File: src/rtl/mem_access_unit.sv
// Load/store unit between a core and a single-beat memory port.
// Aligns addresses, positions store lanes, extends load results and flags faults.
module mem_access_unit #(
  parameter int XLEN   = 32,
  parameter int ADDR_W = 32,
  parameter int BE_W   = XLEN / 8
) (
  input  logic              clk,
  input  logic              rst_n,
  input  logic              req_valid,
  output logic              req_ready,
  input  logic              req_store,
  input  logic [2:0]        req_funct3,
  input  logic [ADDR_W-1:0] req_addr,
  input  logic [XLEN-1:0]   req_wdata,
  output logic              mem_req_valid,
  input  logic              mem_req_ready,
  output logic              mem_we,
  output logic [BE_W-1:0]   mem_be,
  output logic [ADDR_W-1:0] mem_addr,
  output logic [XLEN-1:0]   mem_wdata,
  input  logic              mem_rsp_valid,
  input  logic [XLEN-1:0]   mem_rdata,
  output logic              rsp_valid,
  input  logic              rsp_ready,
  output logic [XLEN-1:0]   rsp_rdata,
  output logic              rsp_fault
);
  localparam int OFF_W = $clog2(BE_W);

  generate
    if ((XLEN != 32) && (XLEN != 64)) begin : g_bad_xlen
      $error("mem_access_unit: XLEN must be 32 or 64");
    end
    if (BE_W != XLEN / 8) begin : g_bad_be_w
      $error("mem_access_unit: BE_W must equal XLEN/8");
    end
  endgenerate

  typedef enum logic [1:0] {
    S_IDLE,
    S_REQ,
    S_WAIT,
    S_RESP
  } state_t;

  state_t r_state;
  state_t w_state_nxt;
  logic   w_accept;
  logic   w_capture;

  // Request decode, evaluated on the incoming fields in IDLE.
  logic [OFF_W-1:0]  w_offset;
  logic [1:0]        w_size;
  logic              w_misaligned;
  logic              w_illegal;
  logic              w_fault;
  logic [BE_W-1:0]   w_mask;
  logic [XLEN-1:0]   w_dmask;
  logic [BE_W-1:0]   w_be;
  logic [XLEN-1:0]   w_wdata;
  logic [ADDR_W-1:0] w_maddr;

  assign w_offset = req_addr[OFF_W-1:0];
  assign w_size   = req_funct3[1:0];

  always_comb begin
    // NOTE: every variable written in a combinational block gets a default first so no latch is inferred.
    w_misaligned = 1'b0;
    w_mask       = '0;
    case (w_size)
      2'd0: begin
        w_misaligned = 1'b0;
        w_mask       = BE_W'(8'h01);
      end
      2'd1: begin
        w_misaligned = req_addr[0];
        w_mask       = BE_W'(8'h03);
      end
      2'd2: begin
        w_misaligned = |req_addr[1:0];
        w_mask       = BE_W'(8'h0F);
      end
      default: begin
        w_misaligned = |req_addr[2:0];
        w_mask       = BE_W'(8'hFF);
      end
    endcase
  end

  assign w_illegal = (req_funct3 == 3'b111)
                   || ((XLEN == 32) && ((req_funct3 == 3'b011) || (req_funct3 == 3'b110)))
                   || (req_store && req_funct3[2]);
  assign w_fault   = w_misaligned | w_illegal;

  always_comb begin
    w_dmask = '0;
    for (int i = 0; i < BE_W; i++) begin
      w_dmask[8*i +: 8] = {8{w_mask[i]}};
    end
  end

  assign w_be    = w_mask << w_offset;
  assign w_wdata = (req_wdata & w_dmask) << {w_offset, 3'b000};
  assign w_maddr = req_addr & ~ADDR_W'(BE_W - 1);

  // Registered transaction context.
  logic              r_store;
  logic [2:0]        r_funct3;
  logic [OFF_W-1:0]  r_offset;
  logic              r_fault;
  logic [XLEN-1:0]   r_rdata;
  logic              r_mem_we;
  logic [BE_W-1:0]   r_mem_be;
  logic [ADDR_W-1:0] r_mem_addr;
  logic [XLEN-1:0]   r_mem_wdata;

  logic [XLEN-1:0]   w_shifted;
  logic [XLEN-1:0]   w_load;

  assign w_shifted = mem_rdata >> {r_offset, 3'b000};

  // Size casts of a signed operand sign-extend; of an unsigned operand zero-extend.
  always_comb begin
    w_load = w_shifted;
    case (r_funct3)
      3'b000:  w_load = XLEN'($signed(w_shifted[7:0]));
      3'b001:  w_load = XLEN'($signed(w_shifted[15:0]));
      3'b010:  w_load = XLEN'($signed(w_shifted[31:0]));
      3'b100:  w_load = XLEN'(w_shifted[7:0]);
      3'b101:  w_load = XLEN'(w_shifted[15:0]);
      3'b110:  w_load = XLEN'(w_shifted[31:0]);
      default: w_load = w_shifted;
    endcase
  end

  always_ff @(posedge clk or negedge rst_n) begin
    if (!rst_n) begin
      r_state <= S_IDLE;
    end else begin
      // NOTE: sequential state uses non-blocking assignments so all flops update together at the edge.
      r_state <= w_state_nxt;
    end
  end

  always_comb begin
    w_state_nxt   = r_state;
    w_accept      = 1'b0;
    w_capture     = 1'b0;
    req_ready     = 1'b0;
    mem_req_valid = 1'b0;
    rsp_valid     = 1'b0;
    case (r_state)
      S_IDLE: begin
        req_ready = 1'b1;
        if (req_valid) begin
          w_accept    = 1'b1;
          w_state_nxt = w_fault ? S_RESP : S_REQ;
        end
      end
      S_REQ: begin
        mem_req_valid = 1'b1;
        if (mem_req_ready) w_state_nxt = S_WAIT;
      end
      S_WAIT: begin
        if (mem_rsp_valid) begin
          w_capture   = 1'b1;
          w_state_nxt = S_RESP;
        end
      end
      S_RESP: begin
        rsp_valid = 1'b1;
        if (rsp_ready) w_state_nxt = S_IDLE;
      end
      default: w_state_nxt = S_IDLE;
    endcase
  end

  always_ff @(posedge clk or negedge rst_n) begin
    if (!rst_n) begin
      r_store     <= 1'b0;
      r_funct3    <= '0;
      r_offset    <= '0;
      r_fault     <= 1'b0;
      r_rdata     <= '0;
      r_mem_we    <= 1'b0;
      r_mem_be    <= '0;
      r_mem_addr  <= '0;
      r_mem_wdata <= '0;
    end else begin
      if (w_accept) begin
        r_store  <= req_store;
        r_funct3 <= req_funct3;
        r_offset <= w_offset;
        r_fault  <= w_fault;
        r_rdata  <= '0;
        // A faulting request never reaches the bus, so its lanes are not loaded.
        if (!w_fault) begin
          r_mem_we    <= req_store;
          r_mem_be    <= w_be;
          r_mem_addr  <= w_maddr;
          r_mem_wdata <= w_wdata;
        end
      end
      if (w_capture) begin
        r_rdata <= r_store ? '0 : w_load;
      end
    end
  end

  assign mem_we    = r_mem_we;
  assign mem_be    = r_mem_be;
  assign mem_addr  = r_mem_addr;
  assign mem_wdata = r_mem_wdata;
  assign rsp_rdata = r_rdata;
  assign rsp_fault = r_fault;

endmodule

File: config.mk
export PLATFORM = sky130hd
export DESIGN_NAME = mem_access_unit
export DESIGN_NICKNAME = d
export VERILOG_FILES = /design/src/rtl/mem_access_unit.sv
export SDC_FILE = /design/constraint.sdc
export NUM_CORES = 1
export LEC_CHECK = 0
export ABC_AREA = 1
export CORE_UTILIZATION = 45
export DETAILED_ROUTE_END_ITERATION = 16
export PLACE_DENSITY = 0.81
export SETUP_SLACK_MARGIN = 0.5
export SLEW_MARGIN = 10
export SYNTH_ARGS = -nofsm -noshare
export SYNTH_HDL_FRONTEND = slang
export SYNTH_SLANG_ARGS = --single-unit
File: constraint.sdc
create_clock -name clk -period 2.1 [get_ports clk]
set_input_delay 0.21 -clock clk [delete_from_list [all_inputs] [get_ports clk]]
set_output_delay 0.21 -clock clk [all_outputs]
set_load 0.02 [all_outputs]
==> metrics <==
Cells on Worst Hold Path=3; Max Clk Rate=616.4 MHz; post-synthesis cell count=767; TritonCTS clock tree=yes; sequential area share after synthesis=48.25%; Worst setup EP type=output pin; total CTS buffers=9; vias in the first global route=5,336; critical path class=flop to output pin; Die Height=113.6 um; clk sink count=108; status=finished clean; DRC violations left=0; Clock Path Buffers=2; syn avg cell area=7.303 um2; Final Slew Violations=0; area leader, netlist=dfrtp_1; Worst setup SP type=flop; final period utilization=77.25%; Yosys Warn Count=0; placed cell areas=7800 um2; minimum clock period=1.622 ns; area share of the largest cell type after synthesis=48.25%; NumNets Final=1,074; CTS H-tree lvls=3; Max-cap violations=0; wire length per cell=14.83 um; Congestion Overflow GR=0; Peak VDD IR=0.7672 mV; Worst Max-Slew Pin Slew=0.5789 ns; slew margin rel.=61.41%; PD cells=1333 nW/um2; worst skew pair latency=0.35 ns; WHS=0.3798 ns; CTS root buffer=clkbuf_16; Mapped Area=5602 um2; Reg clk slew, reported paths=0.08 ns; Die Span X=113.6 um; # rows=40; post-route ant nets=0; RSZ-0062 raised after global routing=true; Hold Crit Class=input pin to flop; layout filler cell count=1,028; Req. time, crit path=1.89 ns; Final Instance Area=8243 um2; first-pass GRT wire length=26,410 um; DR pass1 iterations=5; Post-DP HPWL=11,530 um; Setup-failing EPs final=0; fraction of layout cells with a size suffix above 1=7.438%; vias after detailed routing=5,737; Sum Neg Setup Slack=0 ns; Via-to-Cell Ratio=5.050; # IOs=211; Worst Path Max Fanout=3; Leak Pwr=0.004099 uW; Worst Reg2Reg Path Length in Cells=9; Clock Skew=0.009562 ns; largest net degree at the start of global routing=109; Fin. Hold Viols=0; Synth cell types=27; FF+latch count, synth=108; most frequent cells in the layout=400 x nand2_1, 201 x clkdlybuf4s50_1, 107 x dfrtp_1; initial antenna violation count=0; ANT cells=0; area grow syn2layout=47.15%; total track usage=26.35%; top cells by area, synth=dfrtp_1 48%, nand2_1 27%, nand3_1 8.5%, o21ai_0 3.0%, a21oi_1 1.6%; post-layout util=68.34%; Routability Congestion=0.9211; DRT Wirelength=16,840 um; Initial Util=46.44%; initial DRC count=520; most common cell after layout, fill and taps aside=nand2_1; die area=12,900 um2; Core Area=12,060 um2; CP arrival=1.41 ns; PortBufs=208
-- power by group --
part	internal, uW	switching, uW
logic	2480	3250
clock network	945	819
registers	2960	545
total	6380	4610
-- worst paths after layout --
path                       slack [ns]            end    startpoint
max reg2reg                      0.58  mem_wdata[29]    r_state[0]
min reg2reg                      0.47      mem_be[1]     mem_be[1]
max                              0.48      rsp_valid    r_state[0]
max in group asynchronous        1.17     r_state[1]         rst_n
min in group asynchronous        0.49  rsp_rdata[18]         rst_n
min                              0.38   mem_addr[15]  req_addr[15]
-- what timing repair did --
action / CTS / global route
gates resized for setup: 11 / 24
gates cloned: 1 / 1
endpoints found under the hold margin: 108 / 0
hold buffers: 1 / 0
setup endpoints to repair: 81 / 71
buffers inserted: 1 / 2
pin swaps: 1 / 1
-- registers in the layout (all words and copies together), names as in the netlist --
signal / cells
mem_wdata: 32
rsp_rdata: 32
mem_addr: 30
mem_be: 4
r_funct3: 3
r_offset: 2
r_state: 2
mem_we: 1
r_store: 1
rsp_fault: 1
-- metal layers --
metal  track usage, %  part of all wire (%)  vias to the layer above
li1                 -                     -                     2825
met1            33.06                    40                     2614
met2            43.62                    48                      263
met3            6.482                   9.4                       35
met4            10.79                   2.5                        0
met5                0                     0                        -
-- stage by stage --
step | std cells | setup WS [ns] | power [uW]
final | 1136 | 0.4777 | 10990
after CTS | 1133 | 0.4588 | 10910
after global placement | 1114 | 0.2560 | 8997
after floorplan | 768 | 0.5424 | 6619
after global routing | 1136 | 0.4348 | 11710
after detailed placement | 1114 | 0.2124 | 9078
-- logic make-up (layout without fill, tap and decap cells) --
logic type | after synthesis | in the layout | share of synthesized area (%)
buffers and inverters | 69 | 268 | 6.232
adder cells (fa/ha/maj) | 5 | 5 | 1.117
other | 1 | 2 | 0.06694
flip-flops | 108 | 108 | 48.25
AO/OA/AOI/OAI | 62 | 62 | 5.718
AND/OR/NAND/NOR | 522 | 523 | 38.62
-- area by class of cell --
type	count	area, um2	share of cell area (%)
inverter	21	86.33	1.047
sequential	108	2704	32.80
timing repair buffer	231	2331	28.28
tap	168	210.2	2.550
multi-input combinational	592	2605	31.60
clock buffer	9	225.2	2.732
clock inverter	7	81.33	0.9866
-- critical path, stage by stage, from the launching register on --
cell,delay [ns]
dfrtp_1,0.41
buf_4,0.14
ha_1,0.19
dlygate4sd2_1,0.32
-- Yosys cell counts --
cell type	number
ha_1	5
dfrtp_1	108
buf_1	1
nand2_1	401
buf_2	18
nand3_1	95
nor2_2	2
nand3_4	2
o21ai_1	2
buf_6	6
nand4_1	1
or2_2	6
a21oi_1	18
buf_4	6
or2_1	3
a31oi_1	7
inv_1	16
o21ai_0	34
nand2_4	1
clkinv_1	1
nand2_2	2
clkbuf_1	17
nor2_4	2
conb_1	1
o22ai_1	1
inv_2	4
nor2_1	7
No activity file was read; power rests on OpenSTA's default activity.
